==> src/rtl/segmento_leitor.sv <==
// Seven-segment readback: synchronises the segment lines, filters them for stability,
// decodes the accepted pattern to a digit 0..6 and delivers changed readings over valid/ready.
module segmento_leitor #(
   parameter int ESTAVEL = 4,
   parameter int SINC    = 1
) (
   input  logic       clk,
   input  logic       rst_n,
   input  logic [6:0] seg,
   input  logic       pronto,
   output logic [2:0] valor,
   output logic       ligado,
   output logic       erro,
   output logic       valido,
   output logic       perda
);

   localparam logic [0:0] ESPERA  = 1'b0;
   localparam logic [0:0] ENTREGA = 1'b1;
   localparam logic [7:0] ALVO    = 8'(ESTAVEL - 1);

   typedef struct packed {
      logic [2:0] valor;
      logic       ligado;
      logic       erro;
   } leitura_t;

   function automatic leitura_t decodifica(input logic [6:0] p);
      leitura_t r;
      r = '{valor: 3'd0, ligado: 1'b1, erro: 1'b0};
      case (p)
         7'h7E: r.valor = 3'd0;
         7'h30: r.valor = 3'd1;
         7'h6D: r.valor = 3'd2;
         7'h79: r.valor = 3'd3;
         7'h33: r.valor = 3'd4;
         7'h5B: r.valor = 3'd5;
         7'h1F: r.valor = 3'd6;
         7'h00: r.ligado = 1'b0;
         default: begin
            r.ligado = 1'b0;
            r.erro   = 1'b1;
         end
      endcase
      return r;
   endfunction

   logic [6:0] seg_s;

   generate
      if (SINC != 0) begin : g_sinc
         logic [6:0] s1;
         logic [6:0] s2;
         always_ff @(posedge clk) begin
            if (!rst_n) begin
               s1 <= 7'h00;
               s2 <= 7'h00;
            end else begin
               s1 <= seg;
               s2 <= s1;
            end
         end
         assign seg_s = s2;
      end else begin : g_direto
         assign seg_s = seg;
      end
   endgenerate

   logic [6:0] cand;
   logic [7:0] cnt;
   logic [6:0] ultimo;
   logic [0:0] estado;
   logic       muda;
   logic       aceita;
   logic       efetivo;
   leitura_t   nova;

   // On an equal sample seg_s == cand, so seg_s is the accepted pattern in both accept cases.
   assign muda    = (seg_s != cand);
   assign aceita  = muda ? (ESTAVEL == 1) : (cnt == ALVO);
   assign efetivo = aceita && (seg_s != ultimo);
   assign nova    = decodifica(seg_s);
   assign valido  = (estado == ENTREGA);

   always_ff @(posedge clk) begin
      if (!rst_n) begin
         cand   <= 7'h00;
         cnt    <= 8'd0;
         ultimo <= 7'h00;
         estado <= ESPERA;
         valor  <= 3'd0;
         ligado <= 1'b0;
         erro   <= 1'b0;
         perda  <= 1'b0;
      end else begin
         if (muda) begin
            cand <= seg_s;
            cnt  <= 8'd1;
         end else if (cnt != 8'hFF) begin
            cnt <= cnt + 8'd1;
         end

         if (efetivo) begin
            ultimo <= seg_s;
            valor  <= nova.valor;
            ligado <= nova.ligado;
            erro   <= nova.erro;
            estado <= ENTREGA;
            // Overwriting an untaken reading; a simultaneous handshake counts as taken.
            if (estado == ENTREGA && !pronto)
               perda <= 1'b1;
         end else if (estado == ENTREGA && pronto) begin
            estado <= ESPERA;
         end
      end
   end

endmodule

==> config.mk <==
export PLATFORM = sky130hd
export DESIGN_NAME = segmento_leitor
export DESIGN_NICKNAME = d
export VERILOG_FILES = /design/src/rtl/segmento_leitor.sv
export SDC_FILE = /design/constraint.sdc
export NUM_CORES = 1
export LEC_CHECK = 0
export BUFFER_PORTS_ARGS = -buffer_cell sky130_fd_sc_hd__buf_2
export CELL_PAD_IN_SITES_DETAIL_PLACEMENT = 1
export CELL_PAD_IN_SITES_GLOBAL_PLACEMENT = 1
export CORE_MARGIN = 1.5
export CORE_UTILIZATION = 35
export CTS_CLUSTER_DIAMETER = 30
export DETAILED_ROUTE_END_ITERATION = 7
export PLACE_DENSITY = 0.62
export SLEW_MARGIN = 10
export SYNTH_ARGS = -nofsm -noshare
export SYNTH_HDL_FRONTEND = slang
export SYNTH_SLANG_ARGS = --single-unit
==> constraint.sdc <==
create_clock -name clk -period 4.5 [get_ports clk]
set_clock_uncertainty 0.2 [all_clocks]
set_input_delay 0.9 -clock clk [delete_from_list [all_inputs] [get_ports clk]]
set_output_delay 0.9 -clock clk [all_outputs]
set_load 0.02 [all_outputs]
Word-level counts from Yosys, hierarchy flattened
Cells that the tools add are included.
Widths: inputs -> output; s select.
{ "op_classes": {"eq_ne": 11, "n_addsub": 1, "muxes": 8, "reduce_logical": 11, "n_bitwise": 1} }
{ "op_table": {"columns": ["op", "count"], "rows": [
  ["$eq 7x7->1 const B", 4],
  ["$pmux 3 s6", 1],
  ["$eq 7x6->1 const B", 2],
  ["$ne 7x7->1", 2],
  ["$add 8x1->8 const B", 1],
  ["$eq 8x2->1 const B", 1],
  ["$ne 8x8->1 const B", 1],
  ["$reduce_or 8->1", 1],
  ["$eq 7x5->1 const B", 1],
  ["$logic_not 7->1", 1],
  ["$mux 1", 7],
  ["$reduce_or 7->1", 1],
  ["$reduce_bool 2->1", 2],
  ["$logic_and 1x1->1", 3],
  ["$reduce_and 2->1", 1],
  ["$reduce_or 2->1", 1],
  ["$logic_not 1->1", 1],
  ["$not 1->1", 1]
]} }
{ "totals": {"ff_bits": 43, "output_inout_bits": 7, "elab_cells": 43} }

Longest topological paths before layout
Gate-level depths: netlist of run 1.
{ "depth": {"depth_word": 4, "mapped_depth": 7} }

Least setup slack after synthesis of run 1
OpenSTA, ideal clock, no wires.
{ "synth_path": {"kind": "register to register", "from": "register cnt[0]", "to": "register valor[1]", "slack_ps": 2528, "setup_ps": 78, "arrival_ps": 1694, "path_stages_with_launch": 8, "required_ps": 4222, "cell_sequence": "dfxtp_1 > ha_1 > or4b_4 > nor4_4 > o21a_1 > buf_6 > a21oi_1 > nor3_1"} }
{ "synth_between": {"elab_chain_cells": 3} }
{ "synth_lines": {"columns": ["item", "line", "text"], "rows": [
  ["start: declaration", "70", "logic [7:0] cnt;"],
  ["start signal: assignment", "100", "cnt <= cnt + 8'd1;"],
  ["$eq 8x2->1", "80", "assign aceita = muda ? (ESTAVEL == 1) : (cnt == ALVO);"],
  ["$mux 1", "80", null],
  ["$logic_and 1x1->1", "81", "assign efetivo = aceita && (seg_s != ultimo);"],
  ["end signal: assignment", "105", "valor <= nova.valor;"],
  ["end: declaration", "11", "output logic [2:0] valor,"]
]} }
No other way between the ends.
A chain may end at the register's enable or synchronous reset.

Worst setup path in the final report of run 1
{ "layout_path": {"from": "register cnt[0]", "to": "register valor[2]"} }
Same word-level chain as after synthesis.

==> results by group, run 1 <==
Status
  • Status: finished clean

Global route
  • Pin count of the biggest net entering global routing: 30
  • First-pass GRT wire length: 6420 um
  • Vias in the first global route: approximately 1400
  • Grt ovf: 0
  • All-Layer GR Usage: 15.1%
  • Antenna violations before repair: 0

Routing
  • Post-route ant nets: 0
  • DR pass1 iterations: 4
  • Final WL: 3850 um
  • Post-DR wirelength/cell: between 10 and 15 um
  • Remaining DRCs: 0
  • Vias/cell: 5.05
  • DRT iter0 DRCs: 71
  • Via Count: between 1000 and 1500

Worst hold path
  • Tightest Hold Check Type: reg2reg
  • Min-delay src: g_sinc.s1[0]$_SDFF_PN0_

Logic synthesis
  • Ys Warns: 0
  • Syn nets: around 210
  • Sequential share of the synthesized area: approximately 47%
  • Yosys top cell area share: between 40% and 50%
  • #FFs+latches synth: between 40 and 50
  • Synthesized cell area: roughly 0.0018 mm2
  • Syn avg cell area: 9.32 um2
  • Top FF cell, synth: dfxtp_1
  • Leading area contributor after synthesis: dfxtp_1
  • Number of synthesized flops with an enable pin: 0
  • Post-synth cell types: 38
  • Synth async-reset ratio: 0%
  • Synth area leaders: dfxtp_1 (47%), and2_1 (6.4%), xnor2_1 (4.3%), xor2_1 (4.3%), nand3_1 (3.8%)
  • Cells after synthesis: about 200

Timing
  • Tcrit/Tclk final: 51.6%
  • Slew HR: between 60% and 70%
  • Final-report hold violation count: 0
  • Worst-Margin Slew: between 0.5 and 0.6 ns
  • Unrepaired setup endpoints after global routing: false
  • Setup violators final: 0
  • F_max: ~0.43 GHz
  • Sum of negative setup slack: 0 ns
  • Final worst path period need: approximately 2.3 ns
  • Final Slew Violations: 0

Cells and area
  • Synth-to-Final Area Change: 9.97%
  • Final nets: around 220
  • Core Util, Final: 39.7%
  • Layout cells sized above 1: 13.9%
  • Ant diodes: 0
  • Fillcell total: 608

Clocking
  • Clk_lat worst skew: slightly below 0.3 ns
  • H-tree lvl count: 2
  • CTS tree: done
  • Post-cts gate resize count: 0
  • Post-CTS Setup Inserts: 0
  • CTS Hold Bufs: 0
  • Clock slew seen by the registers of the worst setup and hold paths: about 0.070 ns
  • Clk sinks: 43
  • CTS buffer count: 5
  • Clock buffer depth: 2
  • Clock root cell: clkbuf_8

Critical path
  • CP Class: reg2reg
  • Worst reg2reg startpoint: cnt[0]$_SDFFE_PN0P_
  • Setup crit end kind: flip-flop
  • CP Launch Type: flip-flop
  • Critical-path maximum fanout: 9
  • Critical Path AT: around 2.3 ns
  • Crit path from: cnt[0]$_SDFFE_PN0P_
  • Worst EP required: 4.52 ns

Power and ir drop
  • Internal power: 0.000549 W
  • Clock share of power: between 30 and 40%
  • VDD IR max: roughly 0.20 mV
  • PwrDens: between 300 and 400 mW/mm2
  • Switching share of power: between 20 and 25%
  • Leakage: around 0.81 nW
  • Net Sw Power: 0.000159 W
  • Part of the power in registers: 56.6%
  • Gate power share: under 10%

Floorplan
  • Core area: a little over 0.005 mm2
  • Die Y-Extent: approximately 76 um
  • Die footprint: between 0.005 and 0.006 mm2
  • Initial Util: approximately 36%
  • DIE WIDTH: 75.6 um
  • IO Pins: 17
  • Rows: 26

Placement
  • GP Congestion: around 0.84
  • DP HPWL: between 2000 and 3000 um
  • Port Buffers: 16

Flow run
  • Max-cap violations: 0
-- cells by family after synthesis --
family	after synthesis	synth area share (%)
buf+inv	17	5.36
mux	5	2.71
fa+ha+maj	1	0.678
xor+xnor	18	8.54
simple gates	80	25.6
compound gates	34	10.5
flops	43	46.6
-- routing by layer --
metal | GRT usage, % | share of wire (%) | up-vias
met5 | 0 | 0 | -
met4 | 6.15 | 1.9 | 0
met3 | 3.57 | 2.4 | 9
met2 | 23.4 | 45 | 16
met1 | 20.2 | 50 | 682
li1 | - | - | 701
-- cells in the mapped netlist (2+ instances only) --
cell type  instances
nand2_1           11
clkbuf_1           4
and2_1            19
nor3_1             5
a211oi_1           2
or4_1              3
o22ai_1            2
buf_2              6
a21oi_1           13
o21ai_0            9
xor2_1             9
clkbuf_8           2
nand3_1           14
nand4_1            5
dfxtp_1           43
mux2i_1            5
xnor2_1            9
nor2b_1            3
and4_2             2
o31ai_1            2
a31oi_1            2
nor2_1             9
inv_1              4
-- area by class of cell --
class                           instances  area (um2)  area share [%]
Timing Repair Buffer                   16        80.1            3.95
Tap cell                               70        87.6            4.32
Sequential cell                        43         861            42.4
Clock buffer                            8         100            4.93
Inverter                                4        15.0           0.740
Multi-Input combinational cell        138         886            43.6
-- sequential cells by signal (all words and copies together) (netlist names) --
name,cells
cand,7
cnt,8
erro,1
g_sinc.s1,7
g_sinc.s2,7
ligado,1
perda,1
ultimo,7
valido,1
valor,3
-- stage by stage --
| stage | power, W | hold slack [ns] | worst slack, ns | std cells | cell area [um2] |
|---|---|---|---|---|---|
| final | 0.000708 | 0.237 | 2.18 | 279 | 2030 |
| after global routing | 0.000747 | 0.251 | 2.01 | 279 | 2030 |
| after CTS | 0.000721 | 0.243 | 2.17 | 279 | 2030 |
| after detailed placement | 0.000458 | 0.225 | 2.20 | 271 | 1930 |
| after global placement | 0.000456 | 0.220 | 2.23 | 271 | 1930 |
| after floorplan | 0.000448 | 0.212 | 2.53 | 198 | 1850 |
-- layout by cell type, fill, tap and decap left out, drive strengths merged --
cell type  synthesis  layout
nand2             12      12
nor2b              3       3
ha                 1       1
a211oi             2       2
nand4              5       5
o211ai             1       1
xnor2              9       9
a21oi             13      13
clkbuf             6       8
mux2i              5       5
o31ai              2       2
o22ai              2       2
o21a               1       1
and4b              1       1
inv                4       4
buf                7      16
and2              20      20
nor4               2       2
nor2               9       9
nor3               5       5
dfxtp             43      43
o21ai             10      10
and4               2       2
or4                3       3
nand3b             1       1
or3                1       1
nand2b             1       1
nand3             14      14
xor2               9       9
o41ai              1       1
or4b               1       1
a31oi              2       2
-- worst max-delay path: stages (launching register included) --
cell     delay (ns)
dfxtp_1        0.39
ha_1           0.25
or4b_4         0.49
nor4_4         0.22
o21a_1         0.39
nand3_1        0.17
a21oi_1        0.15
-- path summary, 6_finish.rpt --
check,slack [ns],endpoint,cells after the start
max reg2reg,2.18,valor[2]$_SDFFE_PN0P_,6
min,0.24,g_sinc.s2[0]$_SDFF_PN0_,1
max,2.18,valor[2]$_SDFFE_PN0P_,6
min reg2reg,0.24,g_sinc.s2[0]$_SDFF_PN0_,1
-- power by group through the flow --
stage / logic, W / clock network [W] / registers [W]
final: 0.0000477 / 0.000260 / 0.000400
after global routing: 0.0000545 / 0.000291 / 0.000402
after CTS: 0.0000485 / 0.000272 / 0.000400
after detailed placement: 0.0000485 / 0 / 0.000409
after global placement: 0.0000471 / 0 / 0.000409
after floorplan: 0.0000465 / 0 / 0.000401
No activity file was read; power rests on OpenSTA's default activity.
==> run 2, diff against run 1 <==
--- a/config.mk
+++ b/config.mk
@@ -5,6 +5,7 @@
 export SDC_FILE = /design/constraint.sdc
 export NUM_CORES = 1
 export LEC_CHECK = 0
+export ABC_AREA = 1
 export BUFFER_PORTS_ARGS = -buffer_cell sky130_fd_sc_hd__buf_2
 export CELL_PAD_IN_SITES_DETAIL_PLACEMENT = 1
 export CELL_PAD_IN_SITES_GLOBAL_PLACEMENT = 1
@@ -12,7 +13,7 @@
 export CORE_UTILIZATION = 35
 export CTS_CLUSTER_DIAMETER = 30
 export DETAILED_ROUTE_END_ITERATION = 7
-export PLACE_DENSITY = 0.62
+export PLACE_DENSITY = 0.69
 export SLEW_MARGIN = 10
 export SYNTH_ARGS = -nofsm -noshare
 export SYNTH_HDL_FRONTEND = slang
==> constraint.sdc (replaced) <==
create_clock -name clk -period 2 [get_ports clk]
set_clock_uncertainty 0.2 [all_clocks]
set_input_delay 0.4 -clock clk [delete_from_list [all_inputs] [get_ports clk]]
set_output_delay 0.4 -clock clk [all_outputs]
set_load 0.02 [all_outputs]
==> results by group, run 2 <==
Status
  • Status: finished clean

Global route
  • Grt ovf: 0
  • GR peak layer: met2
  • Met3 usage: a little over 3%
  • Met1 Use GR: roughly a fifth
  • Antenna violations before repair: 0
  • First-pass GRT wire length: between 7000 and 8000 um
  • Global-route track usage on met2: around 28%
  • Pin count of the biggest net entering global routing: 23
  • All-Layer GR Usage: ~16%
  • Vias in the first global route: 1776

Timing
  • F_max: 0.554 GHz
  • Final Slew Violations: 0
  • Setup violators final: 0
  • Final worst path period need: about 1.8 ns
  • Unrepaired setup endpoints after global routing: false
  • Slew HR: between 70% and 80%
  • Tcrit/Tclk final: about nine tenths
  • Worst-Margin Slew: roughly 0.31 ns
  • Final-report hold violation count: 0
  • Final setup margin: roughly 0.19 ns
  • Sum of negative setup slack: 0 ns

Critical path
  • Critical Path AT: approximately 1.8 ns
  • CP Class: reg2reg
  • Critical-path maximum fanout: 8
  • Buf/Inv on CP: 1
  • Critical path cell sequence: nand2_1, nand2_1, nand3_1, nor2_2, nand2_1, nor2_2, buf_4, nor2_1, nor2_1
  • Slowest CP cell: dfxtp_1
  • Worst EP required: a little over 2 ns
  • Setup crit end kind: flip-flop
  • CP dominant cell by count: nand2_1
  • CP Launch Type: flip-flop
  • Crit-path leading delay family: simple AND/OR/NAND/NOR gates
  • CP max stage delay: between 0.4 and 0.5 ns

Floorplan
  • Die footprint: ~0.0062 mm2
  • Core area: between 0.005 and 0.006 mm2
  • DIE WIDTH: ~79 um
  • Die Y-Extent: between 70 and 80 um
  • IO Pins: 17
  • Rows: 27
  • Initial Util: approximately 36%

Logic synthesis
  • Xor/xnor share of the synthesized area: 4.80%
  • Post-synth cell types: 26
  • #FFs+latches synth: 43
  • Synth area leaders: dfxtp_1 (43%), nand2_1 (16%), nor2_1 (9.9%), inv_1 (8.2%), nand4_1 (2.8%)
  • Synthesized cell area: about 0.0020 mm2
  • Number of synthesized flops with an enable pin: 0
  • Synth async-reset ratio: 0%
  • Adder-Cell Fraction of Synth Area: less than 1%
  • Sequential share of the synthesized area: 42.9%
  • Commonest cells post-synth: nand2_1 (88), nor2_1 (53), inv_1 (44)
  • Main combinational cell family by area after synthesis: simple AND/OR/NAND/NOR gates
  • Ys Warns: 0
  • Syn nets: around 320
  • Synth Area in Simple Gates: 35.4%
  • Mux contribution to synthesized area: 0%
  • Top FF cell, synth: dfxtp_1
  • Leading area contributor after synthesis: dfxtp_1
  • Most frequent cell after synthesis: nand2_1
  • Yosys top cell area share: about 43%
  • Syn avg cell area: 6.60 um2
  • Post-synthesis compound-gate area fraction: a little over 3%
  • Cells after synthesis: between 300 and 400

Cells and area
  • Ant diodes: 0
  • Layout cells sized above 1: roughly 17%
  • Commonest non-fill, non-tap cells in the layout: nand2_1 (88), nor2_1 (53), inv_1 (43)
  • Core Util, Final: a little over two fifths
  • Final Cell Area: between 0.002 and 0.0025 mm2
  • Synth-to-Final Area Change: 17.0%
  • Max reg flops: 8
  • Fin cells: just under 400
  • Most common cell after layout, fill and taps aside: nand2_1
  • Final nets: between 300 and 400
  • Top reg by flops: cnt

Flow run
  • Max-cap violations: 0

Routing
  • DRT iter0 DRCs: 33
  • Final WL: about 4500 um
  • Vias/cell: between 4 and 5
  • DR pass1 iterations: 4
  • Via Count: ~1800
  • Post-route ant nets: 0
  • Post-DR wirelength/cell: 11.3 um
  • Remaining DRCs: 0

Clocking
  • Clk_lat worst skew: a little under 0.3 ns
  • Clk sinks: 43
  • CTS buffer count: 5
  • Clock slew seen by the registers of the worst setup and hold paths: 0.08 ns
  • Post-CTS Setup Inserts: 0
  • Clock buffer depth: 2
  • Clock root cell: clkbuf_8
  • H-tree lvl count: 2
  • CTS Hold Bufs: 0
  • CTS tree: done

Power and ir drop
  • Leakage: roughly 1.2 nW
  • PwrDens: a little under 800 mW/mm2
  • VDD IR max: slightly below 0.4 mV

Worst hold path
  • Tightest Hold Check Type: in2reg

Placement
  • Post-DP Area: about 0.0022 mm2
  • Port Buffers: 16
  • DP HPWL: roughly 3500 um
  • GP Congestion: between 0.8 and 0.9
  • Pre-CTS setup slack: roughly 0.07 ns
  • Placed Cells: 389
[run 2: where the power goes]
| part | leakage, nW | internal, W | switching [W] |
|---|---|---|---|
| clock network | 0.0654 | 0.000499 | 0.000292 |
| logic | 0.801 | 0.0000630 | 0.000101 |
| registers | 0.353 | 0.000879 | 0.0000212 |
| total | 1.22 | 0.00144 | 0.000415 |
[run 2: layout make-up]
class	count	area, um2
Timing Repair Buffer	25	160
Inverter	53	199
Sequential cell	43	870
Fill cell	741	3160
Clock inverter	2	60.1
Tap cell	72	90.1
Clock buffer	6	72.6
Multi-Input combinational cell	196	897
[run 2: worst paths after layout]
kind | from | endpoint | slack (ns) | cells after the start
min reg2reg | g_sinc.s1[2]$_SDFF_PN0_ | g_sinc.s2[2]$_SDFF_PN0_ | 0.21 | 2
max reg2reg | g_sinc.s2[5]$_SDFF_PN0_ | ultimo[6]$_SDFFE_PN0P_ | 0.19 | 9
min | seg[4] | g_sinc.s1[4]$_SDFF_PN0_ | 0.09 | 3
max | g_sinc.s2[5]$_SDFF_PN0_ | ultimo[6]$_SDFFE_PN0P_ | 0.19 | 9
[run 2: logic make-up after synthesis]
logic type | Yosys count
and+or+nand+nor | 172
buffers and inverters | 65
DFF | 43
AOI/OAI and AO/OA | 12
xor gates and xnor gates | 11
adders and majority gates | 1
[run 2: stage by stage]
step,total power (W),hold WS (ns)
finish,0.00186,0.0902
global route,0.00195,0.0952
CTS,0.00188,0.0758
detailed placement,0.00108,0.204
global placement,0.00108,0.193
floorplan,0.00103,0.190
[run 2: repair_timing]
item,CTS,global route
setup endpoints to repair,0,12
endpoints found under the hold margin,0,0
gates resized for setup,0,11
[run 2: worst min-delay path, cell delays in order]
cell	delay, ns
buf_2	0.07
nand2_1	0.04
inv_1	0.04
[run 2: layer usage]
metal / vias up / wire length [um] / part of all wire, %
met4: 0 / 38 / 0.85
met2: 15 / 2150 / 48
met5: - / 0 / 0
met3: 5 / 100 / 2.2
met1: 835 / 2200 / 49
li1: 943 / - / -
